==> src/rtl/btn_bank.sv <==
// ---------------------------------------------------------------------------
// btn_bank -- N-channel push-button conditioner for the alarm-clock panel.
//
// Each channel synchronises a raw button level (two flops), debounces it
// with a cycle counter, and produces registered one-cycle press / release /
// long-press (hold) pulses. Channels are fully independent.
//
// Optional feature: define BTN_AUTOREPEAT_EN to make a held button emit a
// press pulse every REPEAT_CYCLES cycles after the hold pulse.
//
// Ports (btn_bank):
//   i_clk      system clock, all state changes on the rising edge
//   i_rst      synchronous active-high reset
//   i_in[N]    raw asynchronous button levels, active-high
//   o_level[N] debounced accepted level
//   o_press[N] one-cycle pulse on accepted rise (plus auto-repeat pulses)
//   o_release[N] one-cycle pulse on accepted fall
//   o_hold[N]  one-cycle pulse after HOLD_CYCLES cycles of level high
// ---------------------------------------------------------------------------

module btn_chan #(
    parameter int DEB_CYCLES    = 16,
    parameter int HOLD_CYCLES   = 1000,
    parameter int REPEAT_CYCLES = 200
) (
    input  logic i_clk,
    input  logic i_rst,
    input  logic i_in,
    output logic o_level,
    output logic o_press,
    output logic o_release,
    output logic o_hold
);
    localparam int HMAX_CYC = (HOLD_CYCLES > REPEAT_CYCLES) ? HOLD_CYCLES : REPEAT_CYCLES;
    localparam int DW       = $clog2(DEB_CYCLES + 1);
    localparam int HW       = $clog2(HMAX_CYC + 1);
    localparam logic [DW-1:0] DEB_LAST  = DW'(DEB_CYCLES - 1);
    localparam logic [HW-1:0] HOLD_LAST = HW'(HOLD_CYCLES - 1);
`ifdef BTN_AUTOREPEAT_EN
    localparam logic [HW-1:0] REP_LAST  = HW'(REPEAT_CYCLES - 1);
`endif

    typedef enum logic [1:0] {ST_IDLE, ST_PRESSED, ST_HELD} state_t;

    logic          r_s1, r_s2, r_level;
    logic          r_press, r_release, r_hold;
    logic [DW-1:0] r_dcnt;
    logic [HW-1:0] r_hcnt;
    state_t        r_state;

    logic w_accept, w_rise, w_fall;

    // The DEB_CYCLES-th consecutive disagreeing sample flips the level now.
    assign w_accept = (r_s2 != r_level) && (r_dcnt == DEB_LAST);
    assign w_rise   = w_accept &&  r_s2;
    assign w_fall   = w_accept && !r_s2;

    always_ff @(posedge i_clk) begin
        if (i_rst) begin
            r_s1      <= 1'b0;
            r_s2      <= 1'b0;
            r_level   <= 1'b0;
            r_dcnt    <= '0;
            r_hcnt    <= '0;
            r_press   <= 1'b0;
            r_release <= 1'b0;
            r_hold    <= 1'b0;
            r_state   <= ST_IDLE;
        end else begin
            r_s1      <= i_in;
            r_s2      <= r_s1;
            r_press   <= 1'b0;
            r_release <= 1'b0;
            r_hold    <= 1'b0;

            // Debounce: any agreeing sample restarts the count.
            if (r_s2 == r_level) begin
                r_dcnt <= '0;
            end else if (w_accept) begin
                r_level <= r_s2;
                r_dcnt  <= '0;
            end else begin
                r_dcnt <= r_dcnt + DW'(1);
            end

            // Pulses are registered alongside the level so they line up with
            // the first cycle the new level is visible. The fall check comes
            // first so a release suppresses any hold/repeat in that cycle.
            if (w_fall) begin
                r_state   <= ST_IDLE;
                r_hcnt    <= '0;
                r_release <= 1'b1;
            end else if (w_rise) begin
                r_state <= ST_PRESSED;
                r_hcnt  <= '0;
                r_press <= 1'b1;
            end else begin
                case (r_state)
                    ST_PRESSED: begin
                        if (r_level) begin
                            if (r_hcnt == HOLD_LAST) begin
                                r_state <= ST_HELD;
                                r_hold  <= 1'b1;
                                r_hcnt  <= '0;
                            end else if (r_hcnt != '1) begin
                                r_hcnt <= r_hcnt + HW'(1);
                            end
                        end
                    end
                    ST_HELD: begin
`ifdef BTN_AUTOREPEAT_EN
                        if (r_level) begin
                            if (r_hcnt == REP_LAST) begin
                                r_press <= 1'b1;
                                r_hcnt  <= '0;
                            end else if (r_hcnt != '1) begin
                                r_hcnt <= r_hcnt + HW'(1);
                            end
                        end
`endif
                    end
                    default: ;
                endcase
            end
        end
    end

    assign o_level   = r_level;
    assign o_press   = r_press;
    assign o_release = r_release;
    assign o_hold    = r_hold;
endmodule

module btn_bank #(
    parameter int N             = 5,
    parameter int DEB_CYCLES    = 16,
    parameter int HOLD_CYCLES   = 1000,
    parameter int REPEAT_CYCLES = 200
) (
    input  logic         i_clk,
    input  logic         i_rst,
    input  logic [N-1:0] i_in,
    output logic [N-1:0] o_level,
    output logic [N-1:0] o_press,
    output logic [N-1:0] o_release,
    output logic [N-1:0] o_hold
);
    for (genvar g = 0; g < N; g++) begin : g_chan
        btn_chan #(
            .DEB_CYCLES   (DEB_CYCLES),
            .HOLD_CYCLES  (HOLD_CYCLES),
            .REPEAT_CYCLES(REPEAT_CYCLES)
        ) u_chan (
            .i_clk    (i_clk),
            .i_rst    (i_rst),
            .i_in     (i_in[g]),
            .o_level  (o_level[g]),
            .o_press  (o_press[g]),
            .o_release(o_release[g]),
            .o_hold   (o_hold[g])
        );
    end
endmodule

==> config.mk <==
export PLATFORM = sky130hd
export DESIGN_NAME = btn_bank
export DESIGN_NICKNAME = d
export VERILOG_FILES = /design/src/rtl/btn_bank.sv
export SDC_FILE = /design/constraint.sdc
export NUM_CORES = 1
export LEC_CHECK = 0
export ABC_CLOCK_PERIOD_IN_PS = 2600
export BUFFER_PORTS_ARGS = -buffer_cell sky130_fd_sc_hd__buf_2
export CAP_MARGIN = 30
export CORE_MARGIN = 3
export CORE_UTILIZATION = 30
export CTS_BUF_LIST = sky130_fd_sc_hd__clkbuf_16
export CTS_CLUSTER_SIZE = 24
export DETAILED_ROUTE_END_ITERATION = 10
export PLACE_DENSITY = 0.5
export SYNTH_ARGS = -nofsm -noshare
export SYNTH_HDL_FRONTEND = slang
export SYNTH_SLANG_ARGS = --single-unit
export TNS_END_PERCENT = 30
==> constraint.sdc <==
create_clock -name i_clk -period 2.6 [get_ports i_clk]
set_clock_uncertainty 0.15 [all_clocks]
set_input_delay 0.39 -clock i_clk [delete_from_list [all_inputs] [get_ports i_clk]]
set_output_delay 0.39 -clock i_clk [all_outputs]
set_load 0.005 [all_outputs]
======== Word-level counts from Yosys, hierarchy flattened ========
Cells that the tools add are included.
storage, ports and cells
  flip-flop bits (word level) ............. 115
  input port bits ......................... 7
cells by class
  equal/unequal tests ..................... 30
  bitwise operators ....................... 15
  add/sub/neg operators ................... 10
  mux-type cells .......................... 45
  reduce and logical (&&, ||, !) cells .... 80
operator list
  cell                   count
  $mux 10                10
  $add 10x1->10 const B  5
  $eq 10x10->1 const B   5
  $ne 10x10->1 const B   5
  $reduce_and 3->1       15
  $reduce_bool 2->1      20
  $mux 1                 35
  $reduce_or 3->1        10
  $add 5x1->5 const B    5
  $eq 5x4->1 const B     5
  $reduce_or 5->1        5
  $logic_and 1x1->1      15
  $not 1->1              15
  $eq 2x1->1 const B     5
  $reduce_and 2->1       5
  $reduce_or 2->1        5
  $eq 1x1->1             5
  $logic_not 1->1        5
  $ne 1x1->1             5

======== Longest topological paths before layout ========
  word-level depth ........................ 5
  mapped depth ............................ 7

======== By module ========
Synthesis repeated with hierarchy kept, for this count alone.
second synthesis, totals
  cell total of the unflattened synthesis .. 546
  area, all modules ....................... 4998.5 sq um
modules (own cells, without submodules)
  module                            times used  area an instance (sq um)  cells each
  btn_chan at g_chan[0].u_chan ...  4           984.7                     108
  btn_chan at g_chan[3].u_chan      1           1059.8                    114

======== Worst setup path after synthesis ========
Ideal clock, no wire load.
  kind .................................... reg-to-reg
  start point ............................. register g_chan[4].u_chan.r_dcnt[0]
  end point ............................... register g_chan[4].u_chan.r_hcnt[5]
  buffers on the path ..................... 1
  path slack .............................. 0.553 ns
  arrival time ............................ 1.822 ns
  stages on the path, launching flop included .. 8
  setup time .............................. 0.074 ns
  cells stage by stage .................... dfxtp_1 -> ha_1 -> and3_1 -> ha_1 -> a21o_1 -> clkbuf_1 -> or4_1 -> o21ai_0
on the way
  cells in the longest elaborated chain, start to end .. 4
RTL lines
  element                                      line    text
  start: declaration                           47      logic [DW-1:0] r_dcnt;
  start signal: assignment                     83      r_dcnt <= r_dcnt + DW'(1);
  $eq 5x4->1 (*)                               54      assign w_accept = (r_s2 != r_level) && (r_dcnt == DEB_LAST);
  $logic_and 1x1->1 (*)                        54
  $logic_and 1x1->1, on equally long branches  56, 55
  $reduce_or 3->1 (no line) (*)                --
  end signal: assignment                       106     r_hcnt <= r_hcnt + HW'(1);
  end: declaration                             48      logic [HW-1:0] r_hcnt;
Mark *: on every way between the ends. The rest lies on a longest branch, timed or not.
A chain may end at the register's enable or synchronous reset.

======== Worst setup path in the final report ========
Ends and elaborated chain as after synthesis.

==> run_results.csv <==
group,metric,value,unit
synth,synth_sequential_area_ratio,43.3,%
worst_setup_path,timing.critical_path.slowest_stage_cell,"or4_1",
clocking,cts_setup_buffers,0,
timing,timing.final.max_slew_violations,0,
worst_setup_path,worstPathMaxFanout,9,
timing,final.period_utilization,82.0,%
min_path,worst_hold_launch,"i_in[0]",
global_route,grt_usage,12.1,%
power_and_ir_drop,power.ir.vdd_worst,423,uV
floorplanning,placement_rows,48,
clocking,cts_clk_pin_slew_worst_paths,50,ps
status,status,"finished clean",
floorplanning,die_outline_area,19300,sq um
synth,syn_area,5310,sq um
final_layout,final_util,35.4,%
synth,yosys_warnings,0,
global_route,grt_start_max_net_pins,31,
clocking,root_buffer,"clkbuf_16",
routing,wl,11.0,mm
timing,finalWorstPathRequiredPeriod,2130,ps
worst_setup_path,crit_top_cell,"ha_1",
clocking,clock_net_sink_count,115,
run,maxCapViolations,0,
global_route,overflow,0,
timing,timing.setup.tns,0,ps
place,finalWeightedCongestion,0.822,
worst_setup_path,timing.critical_path.cells,"ha_1 > and3_1 > ha_1 > a21o_1 > or4_1 > o21ai_0",
routing,met2_layer_wire_length_in_the_routed_design,5.22,mm
final_layout,post_route_cells_drive_above_1_share,10.7,%
synth,synth-main-ff-cell,"dfxtp_1",
synth,ys_seq_elements,115,
place,place.port_buffers,26,
place,post-dp-hpwl,7.61,mm
routing,via_count,4460,
global_route,grt_pass1_vias,4272,
worst_setup_path,worstPathArrival,2310,ps
timing,hold_violations,0,
final_layout,diodes,0,
power_and_ir_drop,p_leak,2.17,nW
routing,post-route-drc-count,0,
routing,dr.first_iter.drc_count,254,
clocking,cts_buffers,17,
worst_setup_path,r2r_start,"g_chan[4].u_chan.r_dcnt[0]$_SDFF_PP0_",
synth,yosys.area.top_type,"dfxtp_1",
floorplanning,io-pin-count,27,
timing,final-setup-viol-count,0,
synth,mapped_cells,614,
final_layout,nFillCells,1791,
routing,detail-route-antenna-nets,0,
worst_setup_path,critical_path.startpoint,"g_chan[4].u_chan.r_dcnt[0]$_SDFF_PP0_",
worst_setup_path,worstSetupEndpointType,"flop",
worst_setup_path,cpPeakStageDelay,520,ps
routing,route.detailed.wl_per_inst,12.7,microns
synth,dominant_combinational_cell_family_by_area_after_synthesis,"simple AND/OR/NAND/NOR gates",
clocking,clock_insertion_delay_worst_skew,410,ps
synth,post_synthesis_adder_cell_area_fraction,3.53,%
synth,synth_area_leaders,"dfxtp_1 43%, a21oi_1 4.5%, nand2_1 4.5%",
clocking,clockBufferDepth,2,
clocking,ctsResizeCount,0,
synth,synth-compound-area-share,15.9,%
synth,synth-xor-area-share,2.97,%
timing,maxClockFrequency,0.469,GHz
global_route,grt_antenna_before_repair,1,
power_and_ir_drop,cellPowerDensity,663,nW/um^2
floorplanning,die_x,139,microns
floorplanning,starting_utilization_of_the_core_area,30.7,%
timing,grt_setup_unrepaired,"false",
synth,synth_top_area_share,43.3,%
synth,synth.distinct_cells,60,
clocking,cts.hold.buffers_added,0,
worst_setup_path,critPathRequiredTime,2780,ps
routing,detailroute.wirelength.met3,490,microns
worst_setup_path,critical_path_class,"reg2reg",
final_layout,final_common_cell,"dfxtp_1",
synth,synthArstFlopShare,0,%
final_layout,area.growth.synth_to_final,15.2,%
synth,yosys-mux-area-fraction,1.32,%
timing,max_slew_margin,48.8,%
routing,detail_route.vias_per_cell,5.13,
final_layout,fin_nets,653,
clocking,htree_levels,4,
routing,count_of_tritonroute_iterations_in_the_first_routing_pass,5,
min_path,timing.hold.worst.class,"in2reg",
synth,syn_nets,636,
synth,synth_area_per_cell,8.65,sq um
synth,synth_simple_gate_area_share,27.2,%
synth,synth_enable_flop_cells,0,
global_route,global_route_wire_length_before_repair,19.8,mm
routing,m1WireLength,5.25,mm
floorplanning,core,17300,sq um
floorplanning,die_y,139,microns
worst_setup_path,timing.critical_path.from_type,"flop",
final_layout,layout_common_cells,"115 x dfxtp_1, 63 x nand2_1, 48 x a21oi_1",
routing,highest-signal-layer,"met5",
clocking,tritoncts_clock_tree,"yes",
timing,timing_worst_slew_pin_value,762,ps
cell usage after synthesis (all sizes together) (8+ instances only):
cell / count
inv: 18
a21oi: 48
nor2: 44
nor2b: 10
dfxtp: 115
ha: 15
and3: 20
clkbuf: 12
o21ai: 20
nand2: 63
nand3: 47
buf: 27
o31ai: 8
or3: 9
nor3: 9
xor2: 12
a31oi: 11
nand4: 13
cells by family (layout without fill, tap and decap cells):
kind of cell | after synthesis | count (layout)
xor gates and xnor gates | 18 | 18
AOI/OAI and AO/OA | 132 | 132
and+or+nand+nor | 270 | 270
muxes | 7 | 7
DFF | 115 | 115
adders and majority gates | 15 | 15
buffers and inverters | 57 | 87
critical path, delay by kind of cell (launching register included):
kind	cells	cell delay, ps
flops	1	320
fa+ha+maj	2	510
compound gates	2	370
simple gates	2	710
where the power goes:
part / switching, mW / internal (mW) / total (mW) / leakage, nW
Combinational: 0.0531 / 0.0344 / 0.0875 / 0.974
Sequential: 0.0214 / 1.79 / 1.81 / 0.929
Clock: 0.786 / 1.38 / 2.16 / 0.271
state kept, by name (all words and copies together), names as in the netlist:
| register | cells |
|---|---|
| g_chan.u_chan.r_dcnt | 25 |
| g_chan.u_chan.r_hcnt | 50 |
| g_chan.u_chan.o_hold | 5 |
| g_chan.u_chan.o_release | 5 |
| g_chan.u_chan.r_s1 | 5 |
| g_chan.u_chan.r_state | 10 |
| g_chan.u_chan.o_press | 5 |
| g_chan.u_chan.o_level | 5 |
| g_chan.u_chan.r_s2 | 5 |
path summary, 6_finish.rpt:
check,end,slack [ps],cells after the start
setup / recovery,g_chan[4].u_chan.r_hcnt[5]$_SDFFE_PP0P_,470,6
hold / removal,g_chan[0].u_chan.r_s1$_SDFF_PP0_,40,2
setup reg to reg,g_chan[4].u_chan.r_hcnt[5]$_SDFFE_PP0P_,470,6
hold reg to reg,g_chan[0].u_chan.r_s2$_SDFF_PP0_,290,1
area by class of cell:
class | count | area, sq um | share of cell area [%]
clock buffers | 17 | 425 | 6.95
clock inverters | 15 | 125 | 2.04
inverters | 18 | 67.6 | 1.10
multi-input cells | 442 | 2710 | 44.2
flip-flops and latches | 115 | 2300 | 37.6
well taps | 225 | 282 | 4.60
repair buffers | 37 | 213 | 3.48
through the flow:
step                      setup slack (ps)  cell area [sq um]  hold slack, ps  power [mW]  std cells
final                                  469               6120            43.3        4.06        869
after global routing                   263               6120            23.4        4.22        869
after CTS                              460               6120            22.6        4.14        869
after detailed placement               459               5570             277        1.93        837
after global placement                 527               5570             277        1.93        837
after floorplan                        553               5310             264        1.90        614
per-layer routing:
layer / vias up / GRT usage [%]
met1: 2102 / 15.2
met2: 80 / 19.4
met4: 2 / 3.71
met3: 7 / 4.28
li1: 2269 / -
met5: - / 0
Note: power is estimated with default switching activity, not from simulation.
